<file path="config.mk">
export PLATFORM = sky130hd
export DESIGN_NAME = fetch_ibuf
export DESIGN_NICKNAME = d
export VERILOG_FILES = /design/src/rtl/fetch_pkg.sv /design/src/rtl/fetch_ibuf_fifo.sv /design/src/rtl/fetch_ibuf.sv
export SDC_FILE = /design/constraint.sdc
export NUM_CORES = 1
export LEC_CHECK = 0
export ABC_AREA = 1
export CORE_MARGIN = 2
export CORE_UTILIZATION = 45
export DETAILED_ROUTE_END_ITERATION = 6
export MAX_ROUTING_LAYER = met4
export PLACE_DENSITY = 0.78
export SLEW_MARGIN = 10
export SYNTH_ARGS = -nofsm -noshare
export SYNTH_HDL_FRONTEND = slang
export SYNTH_HIERARCHICAL = 1
export SYNTH_SLANG_ARGS = --single-unit
</file>
<file path="constraint.sdc">
create_clock -name clk -period 4.8 [get_ports clk]
set_clock_uncertainty 0.1 [all_clocks]
set_input_delay 0.96 -clock clk [delete_from_list [all_inputs] [get_ports clk]]
set_output_delay 0.96 -clock clk [all_outputs]
set_load 0.05 [all_outputs]
</file>
<file path="src/rtl/fetch_pkg.sv">
// -----------------------------------------------------------------------------
// fetch_pkg
// Shared definitions for the instruction fetch buffer:
//   XLEN          - PC and instruction width
//   RESET_PC      - PC value held in the pending-PC register out of reset
//   fetch_entry_t - one queued fetch: {inst, pc}
//   make_entry()  - builds a fetch_entry_t from a returned word and its PC
// -----------------------------------------------------------------------------
package fetch_pkg;

    localparam int XLEN = 32;

    localparam logic [XLEN-1:0] RESET_PC = 32'h0000_0000;

    typedef struct packed {
        logic [XLEN-1:0] inst;
        logic [XLEN-1:0] pc;
    } fetch_entry_t;

    function automatic fetch_entry_t make_entry(input logic [XLEN-1:0] inst,
                                                input logic [XLEN-1:0] pc);
        fetch_entry_t e;
        e.inst = inst;
        e.pc   = pc;
        return e;
    endfunction

endpackage

</file>
<file path="src/rtl/fetch_ibuf_fifo.sv">
// -----------------------------------------------------------------------------
// fetch_ibuf_fifo
// DEPTH-entry synchronous FIFO of fetch_entry_t.
// Ports:
//   clk, rst   clock, asynchronous active-low reset
//   push/wdata write an entry (ignored while full)
//   pop        advance the head (ignored while empty)
//   clear      synchronous clear of pointers and count, wins over push/pop
//   head       entry at the read pointer (meaningless while empty)
//   count      occupancy 0..DEPTH
//   empty/full occupancy flags
// Storage is not reset: entries are only observable through count.
// -----------------------------------------------------------------------------
module fetch_ibuf_fifo
    import fetch_pkg::*;
#(
    parameter int DEPTH = 4
) (
    input  logic                     clk,
    input  logic                     rst,
    input  logic                     push,
    input  fetch_entry_t             wdata,
    input  logic                     pop,
    input  logic                     clear,
    output fetch_entry_t             head,
    output logic [$clog2(DEPTH):0]   count,
    output logic                     empty,
    output logic                     full
);

    localparam int AW = $clog2(DEPTH);
    localparam int CW = AW + 1;
    localparam logic [AW-1:0] PTR_ONE   = AW'(1);
    localparam logic [CW-1:0] CNT_ONE   = CW'(1);
    localparam logic [CW-1:0] CNT_FULL  = CW'(DEPTH);
    localparam logic [CW-1:0] CNT_EMPTY = CW'(0);

    fetch_entry_t    mem_r [DEPTH];
    logic [AW-1:0]   wr_ptr_r;
    logic [AW-1:0]   rd_ptr_r;
    logic [CW-1:0]   count_r;
    logic            push_s;
    logic            pop_s;

    // Qualify requests so a misbehaving caller can never corrupt the count.
    always_comb begin
        push_s = push & ~clear & (count_r != CNT_FULL);
        pop_s  = pop  & ~clear & (count_r != CNT_EMPTY);
    end

    // Pointer and occupancy state; pointers wrap naturally at DEPTH.
    always_ff @(posedge clk or negedge rst) begin
        if (!rst) begin
            wr_ptr_r <= '0;
            rd_ptr_r <= '0;
            count_r  <= CNT_EMPTY;
        end else if (clear) begin
            wr_ptr_r <= '0;
            rd_ptr_r <= '0;
            count_r  <= CNT_EMPTY;
        end else begin
            if (push_s) begin
                wr_ptr_r <= wr_ptr_r + PTR_ONE;
            end
            if (pop_s) begin
                rd_ptr_r <= rd_ptr_r + PTR_ONE;
            end
            case ({push_s, pop_s})
                2'b10:   count_r <= count_r + CNT_ONE;
                2'b01:   count_r <= count_r - CNT_ONE;
                default: count_r <= count_r;
            endcase
        end
    end

    // Entry storage write port.
    always_ff @(posedge clk) begin
        if (push_s) begin
            mem_r[wr_ptr_r] <= wdata;
        end
    end

    // Head and status outputs.
    always_comb begin
        head  = mem_r[rd_ptr_r];
        count = count_r;
        empty = (count_r == CNT_EMPTY);
        full  = (count_r == CNT_FULL);
    end

endmodule

</file>
<file path="src/rtl/fetch_ibuf.sv">
// -----------------------------------------------------------------------------
// fetch_ibuf
// Instruction fetch buffer between the PC register and decode. Issues one
// synchronous memory read per accepted PC, pairs the returned word with its
// PC and queues the pair for decode. Jumps (flush) discard queued and
// in-flight fetches.
// Ports:
//   clk, rst              clock, asynchronous active-low reset
//   pc_i, pc_valid        fetch request from the PC register
//   stall_o               no credit; PC register must hold pc_i
//   flush                 jump taken; drop everything this cycle
//   imem_en, imem_addr    memory read request (addr = pc_i)
//   imem_rdata            read data, valid the cycle after imem_en
//   inst_o, inst_pc_o     head instruction and its PC
//   inst_valid/inst_ready decode handshake
// Build option:
//   FETCH_IBUF_BYPASS_EN  forward the returning word straight to decode when
//                         the FIFO is empty (1-cycle latency). Without it all
//                         decode outputs come from registered FIFO state.
// Note: entries use fetch_pkg::fetch_entry_t, so XLEN must match
// fetch_pkg::XLEN.
// -----------------------------------------------------------------------------
module fetch_ibuf #(
    parameter int DEPTH = 4,
    parameter int XLEN  = fetch_pkg::XLEN
) (
    input  logic            clk,
    input  logic            rst,
    input  logic [XLEN-1:0] pc_i,
    input  logic            pc_valid,
    output logic            stall_o,
    input  logic            flush,
    output logic            imem_en,
    output logic [XLEN-1:0] imem_addr,
    input  logic [XLEN-1:0] imem_rdata,
    output logic [XLEN-1:0] inst_o,
    output logic [XLEN-1:0] inst_pc_o,
    output logic            inst_valid,
    input  logic            inst_ready
);

    import fetch_pkg::*;

    localparam int CW = $clog2(DEPTH) + 1;
    localparam logic [CW:0] OCC_LIMIT = (CW+1)'(DEPTH);

    logic [CW-1:0]   count_s;
    logic            empty_s;
    logic            full_s;
    fetch_entry_t    head_s;
    fetch_entry_t    wdata_s;

    logic            inflight_r;
    logic [XLEN-1:0] pend_pc_r;

    logic [CW:0]     occupancy_s;
    logic            credit_s;
    logic            issue_s;
    logic            push_s;
    logic            pop_s;
    logic            bypass_s;

    // Credit counts the in-flight read as occupied so its return always fits.
    always_comb begin
        occupancy_s = {1'b0, count_s} + {{CW{1'b0}}, inflight_r};
        credit_s    = (occupancy_s < OCC_LIMIT);
        issue_s     = pc_valid & credit_s & ~flush;
        wdata_s     = make_entry(imem_rdata, pend_pc_r);
`ifdef FETCH_IBUF_BYPASS_EN
        // Returning word goes straight to decode when nothing is queued ahead.
        bypass_s    = empty_s & inflight_r & ~flush;
        push_s      = inflight_r & ~flush & ~full_s & ~(bypass_s & inst_ready);
        inst_valid  = (~empty_s | bypass_s) & ~flush;
        inst_o      = bypass_s ? imem_rdata : head_s.inst;
        inst_pc_o   = bypass_s ? pend_pc_r  : head_s.pc;
`else
        bypass_s    = 1'b0;
        push_s      = inflight_r & ~flush & ~full_s;
        inst_valid  = ~empty_s & ~flush;
        inst_o      = head_s.inst;
        inst_pc_o   = head_s.pc;
`endif
        pop_s       = ~empty_s & inst_ready & ~flush;
        stall_o     = ~credit_s;
        imem_en     = issue_s;
        imem_addr   = pc_i;
    end

    // In-flight tracking: one outstanding read whose PC is held for pairing.
    always_ff @(posedge clk or negedge rst) begin
        if (!rst) begin
            inflight_r <= 1'b0;
            pend_pc_r  <= XLEN'(RESET_PC);
        end else begin
            inflight_r <= issue_s;
            if (issue_s) begin
                pend_pc_r <= pc_i;
            end
        end
    end

    fetch_ibuf_fifo #(
        .DEPTH (DEPTH)
    ) u_fifo (
        .clk   (clk),
        .rst   (rst),
        .push  (push_s),
        .wdata (wdata_s),
        .pop   (pop_s),
        .clear (flush),
        .head  (head_s),
        .count (count_s),
        .empty (empty_s),
        .full  (full_s)
    );

endmodule
</file>
==> run_summary.xml <==
<?xml version="1.0" encoding="UTF-8"?>
<metrics>
  <group name="floorplan">
    <metric name="start_util" unit="%">45.9</metric>
    <metric name="die-width" unit="µm">164</metric>
    <metric name="die_h" unit="µm">164</metric>
    <metric name="die_area" unit="µm²">27000</metric>
    <metric name="std_cell_rows" unit="">58</metric>
    <metric name="ios" unit="">168</metric>
    <metric name="fp.coreArea" unit="µm²">25300</metric>
  </group>
  <group name="power">
    <metric name="p_leak" unit="nW">5.09</metric>
    <metric name="vdd_ir_drop_max" unit="µV">295</metric>
    <metric name="power_density" unit="nW/µm²">455</metric>
  </group>
  <group name="detailed_routing">
    <metric name="top_layer_used" unit="">met4</metric>
    <metric name="wirelength" unit="µm">24700</metric>
    <metric name="met2_wirelength" unit="µm">12000</metric>
    <metric name="dr_total_vias" unit="">7205</metric>
    <metric name="ant_nets" unit="">0</metric>
    <metric name="detail_route.vias_per_cell" unit="">5.33</metric>
    <metric name="first_pass_iters" unit="">5</metric>
    <metric name="drc_errors" unit="">0</metric>
    <metric name="first_iter_violations" unit="">566</metric>
    <metric name="met3_wirelength" unit="µm">1540</metric>
    <metric name="routedLengthMet1" unit="µm">10800</metric>
    <metric name="routedWlPerCell" unit="µm">18.3</metric>
  </group>
  <group name="cells_and_area">
    <metric name="layout-drive-gt1-share" unit="%">8.50</metric>
    <metric name="area.growth.synth_to_final" unit="%">23.9</metric>
    <metric name="final_cell_count_no_fill" unit="">1353</metric>
    <metric name="multi_input_gate_area_in_the_final_layout" unit="µm²">2320</metric>
    <metric name="fill_cells" unit="">1972</metric>
    <metric name="layout.core_utilization" unit="%">56.8</metric>
    <metric name="seq_area" unit="µm²">8690</metric>
    <metric name="n_antenna_cell" unit="">0</metric>
    <metric name="final_nets" unit="">1073</metric>
  </group>
  <group name="sta">
    <metric name="worst_slew_pin_slew" unit="ps">1000</metric>
    <metric name="finalHoldViolations" unit="">0</metric>
    <metric name="max_slew_margin" unit="%">33.1</metric>
    <metric name="timing.final.crit_share" unit="%">86.7</metric>
    <metric name="fin_setup_tns" unit="ps">0</metric>
    <metric name="max_clock_freq" unit="MHz">240</metric>
    <metric name="setup_viol_count_final" unit="">0</metric>
    <metric name="period_needed" unit="ps">4160</metric>
    <metric name="final_max_slew_viol_count" unit="">0</metric>
    <metric name="grt_setup_unrepaired" unit="">false</metric>
    <metric name="layout_setup_ws" unit="ps">637</metric>
  </group>
  <group name="outcome">
    <metric name="status" unit="">complete, no violations</metric>
  </group>
  <group name="cts">
    <metric name="post-cts-setup-buffer-count" unit="">0</metric>
    <metric name="cts_hold_buffers" unit="">0</metric>
    <metric name="worstSkewPairLatency" unit="ps">540</metric>
    <metric name="htreeDepth" unit="">1</metric>
    <metric name="ctsResizeCount" unit="">0</metric>
    <metric name="clock_buffer_count_from_cts" unit="">30</metric>
    <metric name="clock_path_buffers" unit="">3</metric>
    <metric name="clk_pin_slew_worst_paths" unit="ps">60</metric>
    <metric name="cts_root_buf" unit="">clkbuf_16</metric>
    <metric name="cts_num_sinks" unit="">296</metric>
    <metric name="cts_tree" unit="">yes</metric>
  </group>
  <group name="yosys">
    <metric name="synth.most_common_cell" unit="">edfxtp_1</metric>
    <metric name="postSynthCellCount" unit="">868</metric>
    <metric name="yosysWarnings" unit="">6</metric>
    <metric name="async_flop_share" unit="%">13.5</metric>
    <metric name="synth_edf_count" unit="">256</metric>
    <metric name="synth_largest_type_area_fraction" unit="%">66.4</metric>
    <metric name="synth_area_leaders" unit="">edfxtp_1 66%, dfrtp_1 8.6%, o21ai_0 4.5%</metric>
    <metric name="synth.cell_area" unit="µm²">11600</metric>
    <metric name="postSynthNetCount" unit="">942</metric>
    <metric name="synth_top_cell_by_area" unit="">edfxtp_1</metric>
    <metric name="synth_common_cells" unit="">256 x edfxtp_1, 135 x nor2_1, 104 x o21ai_0, 83 x nand2_1, 64 x o22ai_1</metric>
    <metric name="synthFlopType" unit="">edfxtp_1</metric>
    <metric name="yosys_reg_bits" unit="">296</metric>
    <metric name="synth.distinct_cells" unit="">29</metric>
    <metric name="post_synth.cell_area_avg" unit="µm²">13.3</metric>
    <metric name="sequential_area_share_after_synthesis" unit="%">75.0</metric>
  </group>
  <group name="worst_hold_path">
    <metric name="hp-class" unit="">flip-flop to flip-flop</metric>
  </group>
  <group name="grt">
    <metric name="first_global_vias" unit="">7095</metric>
    <metric name="pin_count_of_the_biggest_net_entering_global_routing" unit="">71</metric>
    <metric name="grt_usage" unit="%">18.6</metric>
    <metric name="remaining_global_route_overflow" unit="">0</metric>
    <metric name="grt_antenna_before_repair" unit="">0</metric>
    <metric name="first_pass_grt_wire_length" unit="µm">38000</metric>
  </group>
  <group name="critical_path">
    <metric name="critPathMaxFanout" unit="">44</metric>
    <metric name="arrival_time_of_data_at_the_critical_path_endpoint" unit="ps">3100</metric>
    <metric name="worst-setup-path-type" unit="">flip-flop to primary output</metric>
    <metric name="worstPathRequired" unit="ps">3740</metric>
    <metric name="crit_path_end_kind" unit="">primary output</metric>
    <metric name="critical_path.startpoint_type" unit="">flip-flop</metric>
  </group>
  <group name="place">
    <metric name="dp_slack" unit="ps">1190</metric>
    <metric name="detailed_place_hpwl" unit="µm">14600</metric>
    <metric name="placed_cells" unit="">1297</metric>
    <metric name="buffers_on_ports" unit="">167</metric>
    <metric name="place_congestion" unit="">0.768</metric>
  </group>
  <group name="run">
    <metric name="drv.max_cap_violation_count" unit="">0</metric>
  </group>
</metrics>
[cell type report]
| type | count | area share, % |
|---|---|---|
| Clock buffer | 45 | 6.05 |
| Clock inverter | 11 | 0.732 |
| Inverter | 19 | 0.514 |
| Multi-Input combinational cell | 468 | 16.2 |
| Sequential cell | 296 | 60.6 |
| Tap cell | 330 | 2.88 |
| Timing Repair Buffer | 184 | 13.0 |
[where the power goes]
part | switching [mW] | internal [mW] | total (mW) | leakage (nW)
Sequential | 0.136 | 3.01 | 3.14 | 2.82
Clock | 0.934 | 1.31 | 2.24 | 0.464
Combinational | 0.780 | 0.364 | 1.14 | 1.81
[cell usage in the layout, fill, tap and decap left out, drive strengths merged]
cell / netlist / routed
clkinvlp: 0 / 4
dfrtp: 40 / 40
xnor2: 1 / 1
bufinv: 0 / 1
clkbuf: 23 / 45
nand2: 86 / 86
o22ai: 64 / 64
nand3: 8 / 8
nor3b: 2 / 2
ha: 4 / 4
inv: 18 / 18
a21oi: 1 / 1
clkdlybuf4s50: 0 / 162
nor2: 137 / 137
fa: 1 / 1
nand4: 32 / 32
clkinv: 1 / 7
o31ai: 1 / 1
edfxtp: 256 / 256
o21ai: 131 / 131
buf: 62 / 22
[flip-flops by register name (all words and copies together) (netlist names)]
name and cells:
u_fifo/mem_r 256, pend_pc_r 32, u_fifo/count 3, u_fifo/rd_ptr_r 2, u_fifo/wr_ptr_r 2, inflight_r 1
[per-stage QoR]
stage | hold slack, ps | area (µm²) | total power, mW
2_1_floorplan | 376 | 11600 | 3.93
3_3_place_gp | 393 | 13400 | 4.31
3_5_place_dp | 401 | 13400 | 4.34
4_1_cts | 414 | 14300 | 6.57
5_1_grt | 443 | 14300 | 6.77
6_report | 414 | 14300 | 6.53
[worst paths after layout]
kind / from / end / slack [ps] / cells past startpoint
max: u_fifo/rd_ptr_r[0] / inst_o[31] / 640 / 5
min: pend_pc_r[31] / u_fifo/mem_r[3][31] / 410 / 0
max reg2reg: u_fifo/count[0] / u_fifo/count[2] / 2170 / 16
min reg2reg: pend_pc_r[31] / u_fifo/mem_r[3][31] / 410 / 0
max in group asynchronous: rst / u_fifo/rd_ptr_r[0] / 3380 / 1
min in group asynchronous: rst / pend_pc_r[12] / 500 / 1
[kinds of logic after synthesis]
family                     share of synthesized area, %
AOI/OAI and AO/OA                                  9.30
buffers and inverters                              5.17
and+or+nand+nor                                    9.82
DFF                                                75.0
adders and majority gates                         0.605
xor gates and xnor gates                         0.0756
[layer usage]
layer | up-vias | GRT usage (%)
li1 | 3420 | -
met1 | 3515 | 24.1
met2 | 240 | 31.3
met3 | 30 | 3.29
met5 | - | -
met4 | 0 | 3.60
[critical path, stage by stage, from the launching register on]
cell,delay (ps)
dfrtp_4,640
inv_4,250
buf_4,470
o21ai_0,160
o22ai_1,190
clkdlybuf4s50_1,830
Power figures use the tool's default switching activity.
